$ cat config.mk
export PLATFORM = sky130hd
export DESIGN_NAME = dsp_share_arbiter
export DESIGN_NICKNAME = d
export VERILOG_FILES = /design/src/rtl/dsp_share_arbiter.sv
export SDC_FILE = /design/constraint.sdc
export NUM_CORES = 1
export LEC_CHECK = 0
export CAP_MARGIN = 5
export CORE_AREA = 2 2 302 304
export CTS_CLUSTER_DIAMETER = 30
export CTS_CLUSTER_SIZE = 40
export DETAILED_ROUTE_END_ITERATION = 16
export DIE_AREA = 0 0 304 306
export DONT_BUFFER_PORTS = 1
export GPL_ROUTABILITY_DRIVEN = 0
export HOLD_SLACK_MARGIN = 0.02
export RECOVER_POWER = 100
export SLEW_MARGIN = 10
export SYNTH_ARGS = -nofsm -noshare
export SYNTH_HDL_FRONTEND = slang
export SYNTH_SLANG_ARGS = --single-unit
$ cat constraint.sdc
create_clock -name clk -period 3.8 [get_ports clk]
set_clock_uncertainty 0.05 [all_clocks]
set_input_delay 1.14 -clock clk [delete_from_list [all_inputs] [get_ports clk]]
set_output_delay 1.14 -clock clk [all_outputs]
set_load 0.05 [all_outputs]
$ cat src/rtl/dsp_share_arbiter.sv
// Round-robin time-sharing of one fixed-latency, non-stallable DSP core (P = A*(B op D) + C)
// among NREQ requesters; an in-flight tag pipeline routes each core result back to its owner.
module dsp_share_arbiter #(
  parameter int unsigned NREQ    = 4,
  parameter int unsigned DSP_LAT = 4,
  parameter int unsigned AW      = 18,
  parameter int unsigned CW      = 48
) (
  input  logic                 clk,
  input  logic                 rst_n,
  input  logic [NREQ-1:0]      req_valid,
  output logic [NREQ-1:0]      req_ready,
  input  logic [NREQ*AW-1:0]   req_a,
  input  logic [NREQ*AW-1:0]   req_b,
  input  logic [NREQ*AW-1:0]   req_d,
  input  logic [NREQ*CW-1:0]   req_c,
  output logic [NREQ-1:0]      res_valid,
  input  logic [NREQ-1:0]      res_ready,
  output logic [NREQ*CW-1:0]   res_p,
  output logic [AW-1:0]        dsp_a,
  output logic [AW-1:0]        dsp_b,
  output logic [AW-1:0]        dsp_d,
  output logic [CW-1:0]        dsp_c,
  input  logic [CW-1:0]        dsp_p,
  output logic                 idle,
  output logic [15:0]          issue_cnt
);

  localparam int unsigned IW = $clog2(NREQ);
  localparam int unsigned SW = IW + 1;

  logic [NREQ-1:0]    busy;
  logic [NREQ-1:0]    eligible;
  logic [IW-1:0]      rr_ptr;
  logic [IW-1:0]      win_idx;
  logic [IW-1:0]      rr_next;
  logic               win_found;
  logic               issue;
  logic [SW-1:0]      scan;
  logic [DSP_LAT-1:0] tag_v;
  logic [IW-1:0]      tag_id [DSP_LAT];

  assign eligible = req_valid & ~busy & ~res_valid;

  // First eligible requester scanning from rr_ptr, wrapping modulo NREQ.
  always_comb begin
    win_found = 1'b0;
    win_idx   = '0;
    scan      = '0;
    for (int k = 0; k < NREQ; k++) begin
      scan = SW'(rr_ptr) + SW'(k);
      if (scan >= SW'(NREQ)) begin
        scan = scan - SW'(NREQ);
      end
      if (!win_found && eligible[scan[IW-1:0]]) begin
        win_found = 1'b1;
        win_idx   = scan[IW-1:0];
      end
    end
  end

  always_comb begin
    req_ready = '0;
    if (rst_n && win_found) begin
      req_ready[win_idx] = 1'b1;
    end
  end

  // The winner is already valid, so a grant is always a handshake.
  assign issue   = rst_n & win_found;
  assign rr_next = (win_idx == IW'(NREQ - 1)) ? '0 : win_idx + IW'(1);
  assign idle    = ~|busy & ~|tag_v;

  always_ff @(posedge clk) begin
    if (!rst_n) begin
      busy      <= '0;
      rr_ptr    <= '0;
      issue_cnt <= '0;
      dsp_a     <= '0;
      dsp_b     <= '0;
      dsp_d     <= '0;
      dsp_c     <= '0;
      tag_v     <= '0;
      res_valid <= '0;
      res_p     <= '0;
      for (int k = 0; k < DSP_LAT; k++) begin
        tag_id[k] <= '0;
      end
    end else begin
      dsp_a <= '0;
      dsp_b <= '0;
      dsp_d <= '0;
      dsp_c <= '0;
      if (issue) begin
        dsp_a         <= req_a[win_idx*AW +: AW];
        dsp_b         <= req_b[win_idx*AW +: AW];
        dsp_d         <= req_d[win_idx*AW +: AW];
        dsp_c         <= req_c[win_idx*CW +: CW];
        busy[win_idx] <= 1'b1;
        rr_ptr        <= rr_next;
        issue_cnt     <= issue_cnt + 16'd1;
      end

      // Tag pipeline shifts unconditionally, matching the non-stallable core.
      tag_v     <= {tag_v[DSP_LAT-2:0], issue};
      tag_id[0] <= win_idx;
      for (int k = 1; k < DSP_LAT; k++) begin
        tag_id[k] <= tag_id[k-1];
      end

      // Capture target is busy with no pending result, so it never collides with an accept.
      if (tag_v[DSP_LAT-1]) begin
        res_p[tag_id[DSP_LAT-1]*CW +: CW] <= dsp_p;
        res_valid[tag_id[DSP_LAT-1]]      <= 1'b1;
      end

      for (int i = 0; i < NREQ; i++) begin
        if (res_valid[i] && res_ready[i]) begin
          res_valid[i] <= 1'b0;
          busy[i]      <= 1'b0;
        end
      end
    end
  end

endmodule

After elaboration in Yosys (flattened, before gate mapping)

Memories as Yosys holds them, arrays and structs flattened.
Index checks and enable logic that the tools add are counted.

Add/sub/neg operators: 10
Multiply operators: 3
Divide/modulo/power cells: 0
Magnitude comparators: 12
Equal/unequal tests: 1
Shifts and indexed selects: 6
Mux-type cells: 33
Bitwise operators: 13
Reductions and logical operators: 22

Operator list:

| cell                        | number |
|---|---|
| $shiftx A72 B8 Y18          | 3 |
| $bwmux W192                 | 1 |
| $shift A48 B34 Y192 const A | 1 |
| $shiftx A192 B9 Y48         | 1 |
| $shiftx A48 B34 Y192        | 1 |
| $neg A8 Y34                 | 1 |
| $mux W2                     | 13 |
| $lt A2 B3 Y1 const B        | 6 |
| $add A16 B1 Y16 const B     | 1 |
| $mux W1                     | 12 |
| $logic_and A1 B1 Y1         | 10 |
| $ge A3 B3 Y1 const B        | 3 |
| $and A4 B4 Y4               | 2 |
| $bmux W1 S2                 | 4 |
| $mul A2 B2 Y4 const B       | 2 |
| $not A4 Y4                  | 2 |
| $or A4 B4 Y4                | 2 |
| $reduce_or A2 Y1            | 4 |
| $reduce_or A4 Y1            | 2 |
| $sub A2 B1 Y2 const B       | 4 |
| $add A2 B2 Y3 const B       | 2 |
| $mul A2 B4 Y6 const B       | 1 |
| $logic_not A1 Y1            | 5 |
| $demux W1 S2                | 2 |
| other kinds (10)            | 15 |

Bits in registers: 324
Bits in latches: 0
Memory bits (writable): 8
Memory bits (read-only): 0
Bits of input ports: 466
Output and inout bits: 319
Memories: 1

Memory list:

| memory | words | width | read ports | clocked after Yosys merged registers in | write ports | RTL line | text |
|---|---|---|---|---|---|---|---|
| tag_id | 4     | 2     | 4          | 0                                       | 4           | 41       | `logic [IW-1:0] tag_id [DSP_LAT];` |

Logic depth before layout (Yosys ltp)

Depth in word-level cells: 20
Mapped depth: 12
Depth with buffers taken out: 8

Worst setup path after synthesis

No wires, ideal clock.

Path type: input-to-output
Start: input port req_valid[3]
End: output port req_ready[2]
Data arrival time: 2766 ps
Slack: -156 ps
Stages on the path: 7
Path through: nor3b_4 > o32a_1 > buf_6 > buf_6 > buf_6 > ha_1 > and3_1

Word-level cells in the longest chain between the ends: 19
Elaborated cells between the ends (all ways): 31

Ends and longest elaborated chain:

| element                                                                   | RTL line | text |
|---|---|---|
| from (decl)                                                               | 11       | `input logic [NREQ-1:0] req_valid,` |
| $and A4 B4 Y4 * (2 in series)                                             | 43       | `assign eligible = req_valid & ~busy & ~res_valid;` |
| $bmux W1 S2                                                               | 55       | `if (!win_found && eligible[scan[IW-1:0]]) begin` |
| $mux W1 (not written as such)                                             | 55       |  |
| $mux W1                                                                   | 55       |  |
| $logic_not A1 Y1                                                          | 55       |  |
| $logic_and A1 B1 Y1                                                       | 55       |  |
| $mux W1                                                                   | 55       |  |
| $logic_not A1 Y1                                                          | 55       |  |
| (+2 left out)                                                             | --       |  |
| $logic_not A1 Y1                                                          | 55       |  |
| $logic_and A1 B1 Y1                                                       | 55       |  |
| $mux W2                                                                   | 55       |  |
| $lt A2 B3 Y1 (not written as such) / $ge A2 B1 Y1 (equally long branches) | 65       | `req_ready[win_idx] = 1'b1;` |
| $logic_and A1 B1 Y1 (not written as such)                                 | 65       |  |
| $mux W1 (not written as such)                                             | 65       |  |
| $demux W1 S2                                                              | 65       |  |
| $mux W4 *                                                                 | 64       | `if (rst_n && win_found) begin` |
| to (decl)                                                                 | 12       | `output logic [NREQ-1:0] req_ready,` |

Mark *: on every way between the ends. The rest lies on a longest branch, timed or not. The select of a mux whose other input is x is not followed.

Final worst setup path

Start: input port req_valid[1]
End: output port req_ready[0]

The elaborated chain is that of the path after synthesis.

==> results.cfg <==
[run_status]
status = finished, violations left
violations = max-capacitance violations, negative setup slack

[power]
switching_power_mw = 6.15
power_frac_comb = 0.168
vdd_ir_drop_max_uv = 449
leakage_nw = 6.93
p_int_mw = 10.6
power_density_mw_per_mm2 = 868
clkPwrFrac = 0.470
p_sw_frac = 0.367
seqPwrFrac = 0.361

[die]
initial_core_util = 0.164
pin_count = 785
die_w_um = 304
dieArea_mm2 = 0.0930
core_area_mm2 = 0.0896
row_count = 110
die_height_um = 306

[critical_path]
endpoint_kind = primary output
cp_max_fo = 2
critPathKind = primary input to primary output
startpoint_type = primary input
crit_required_ns = 2.61
crit_arrival_ns = 2.61

[logic_synthesis]
synthesis.area_mm2 = 0.0147
ys.flop_type = dfxtp_1
synth_area_per_cell_um2 = 9.87
syn_inst = 1487
netlist-cell-type-count = 56
yosysTopAreaCell = dfxtp_1
yosysSeqAreaShare = 0.453
synth-async-reset-ratio = 0
yosys_warnings = 0
synth_top_area_share = 0.453
synth_seq_cells = 332
yosys-top-cells-area = dfxtp_1 45%, mux2i_1 17%, a22o_1 5.2%
synth_nets = 1964
synth_edf_count = 0

[place]
dp_hpwl_um = 71500
portBuffers = 0
dp_slack_ns = -0.144
place_inst = 2585

[final_layout]
regArea_mm2 = 0.00665
layout.cells.non_filler = 2756
finish.utilization = 0.215
finalNetCount = 1975
area_delta_synth_final_pct = 31.4
fillers = 9665
multi_input_area_mm2 = 0.00739
mostFrequentLayoutCell = dfxtp_1
layout_common_cells = 330 x dfxtp_1, 247 x mux2i_1, 155 x nor2_1, 105 x o22ai_1
drive_gt1_frac = 0.157

[global_routing]
grt_usage = 0.182
overflow = 0
grt_pass1_wl_um = 115000
grt_antenna_before_repair = 52
grt_max_degree = 104
grt_pass1_vias = 12400

[timing]
slew_violations = 0
relSlewSlack = 0.00221
max_freq_ghz = 0.263
fin_ws_ns = -0.000661
final_hold_viol_count = 0
worst_pin_slew_ns = 1.50
setup_viol = 2
min_period_over_period = 1.00
finalCriticalPeriod_ns = 3.80
tns_ns = -0.00125
rsz0062_at_grt = true

[cts]
clockBufferDepth = 3
clock-root-buffer = clkbuf_16
clock-sinks = 332
cts.clk_slew.worst_paths_ns = 0.04
clk_latency_ns = 0.64
hold_buffers = 0
tritoncts = done
cts_buffers = 87
h-tree-depth = 3

[detailed_routing]
drtAntennaViolNets = 0
via_count = 13100
firstDrtPassIters = 7
wl_um = 88700
met2_length_um = 47900
routedWlPerCell_um = 32.2
highest_layer = met5
wl_met3_um = 9350
wl_met1_um = 27300
drc = 0
drt_iter0_markers = 1485
vias_per_cell = 4.75

[job]
cap_violations = 2

[min_path]
min_path_type = register to register
Yosys cell counts, drive strengths merged, types with 9 or more instances:
| cell | instances |
|---|---|
| mux2i | 247 |
| nand2 | 46 |
| a22o | 88 |
| nand3 | 40 |
| a222oi | 16 |
| a211oi | 9 |
| nor3 | 35 |
| o22ai | 105 |
| nor4b | 11 |
| inv | 9 |
| nor4bb | 10 |
| buf | 69 |
| ha | 11 |
| and2 | 18 |
| a21oi | 64 |
| dfxtp | 332 |
| o21ai | 11 |
| a22oi | 55 |
| clkbuf | 68 |
| nor2 | 158 |
| xnor2 | 9 |
| a221oi | 16 |
layout make-up:
type / count / share of cell area
Clock buffer: 106 / 0.121
Inverter: 9 / 0.00201
Tap cell: 1176 / 0.0763
Timing Repair Buffer: 59 / 0.0294
Clock inverter: 56 / 0.0420
Antenna cell: 9 / 0.00117
Multi-Input combinational cell: 1009 / 0.383
Sequential cell: 332 / 0.345
logic make-up (layout without fill, tap and decap cells):
logic type                 after synthesis  in the layout  share of synthesized area
DFF                                    332            332                      0.453
adders and majority gates               11             11                    0.00937
AOI/OAI and AO/OA                      380            380                      0.187
muxes                                  251            251                      0.171
xor gates and xnor gates                15             15                    0.00895
and+or+nand+nor                        352            352                      0.120
buffers and inverters                  146            230                     0.0498
other                                    0              9                          0
metrics by stage:
| step | instance area [um2] | power (mW) | hold slack, ns |
|---|---|---|---|
| finish | 19300 | 16.7 | 0.361 |
| CTS | 19300 | 16.9 | 0.373 |
| global placement | 16100 | 8.93 | 0.366 |
| global route | 19300 | 17.3 | 0.392 |
| detailed placement | 16100 | 8.95 | 0.366 |
| floorplan | 14700 | 7.97 | 0.362 |
worst paths after layout:
path / slack (ns) / end / from / cells past startpoint
setup / recovery: -0.0007 / req_ready[0] / req_valid[1] / 7
hold / removal: 0.36 / tag_id[3][0]$_SDFF_PN0_ / tag_id[2][0]$_SDFF_PN0_ / 1
setup reg to reg: 0.22 / res_p[153]$_SDFFE_PN0P_ / tag_id[3][0]$_SDFF_PN0_ / 12
hold reg to reg: 0.36 / tag_id[3][0]$_SDFF_PN0_ / tag_id[2][0]$_SDFF_PN0_ / 1
state kept, by name (all words and copies together), names as in the netlist:
signal,flops
tag_id,8
dsp_d,18
dsp_c,48
busy,4
issue_cnt,16
dsp_a,18
res_p,192
rr_ptr,2
tag_v,4
res_valid,4
dsp_b,18
timing repair:
item | in CTS | in global routing
setup endpoints to repair | 2 | 3
pin swaps | 0 | 0
buffers inserted | 0 | 0
gates resized for setup | 3 | 1
layer usage:
metal,global-route usage,vias up
met3,0.0767,212
met5,0,-
met1,0.166,6312
met4,0.0907,18
li1,-,5644
met2,0.344,899
power groups by stage:
stage / combinational, mW / clock, mW / sequential (mW)
finish: 2.82 / 7.87 / 6.05
global route: 3.01 / 8.17 / 6.10
global placement: 2.76 / 0 / 6.17
floorplan: 2.32 / 0 / 5.65
detailed placement: 2.82 / 0 / 6.13
CTS: 2.82 / 7.97 / 6.10
worst max-delay path: stages:
cell	delay (ns)
nor3b_4	0.17
a2bb2oi_1	0.23
o22ai_1	0.14
buf_4	0.17
o21ai_1	0.39
inv_2	0.17
buf_12	0.19
No activity file was read; power rests on OpenSTA's default activity.
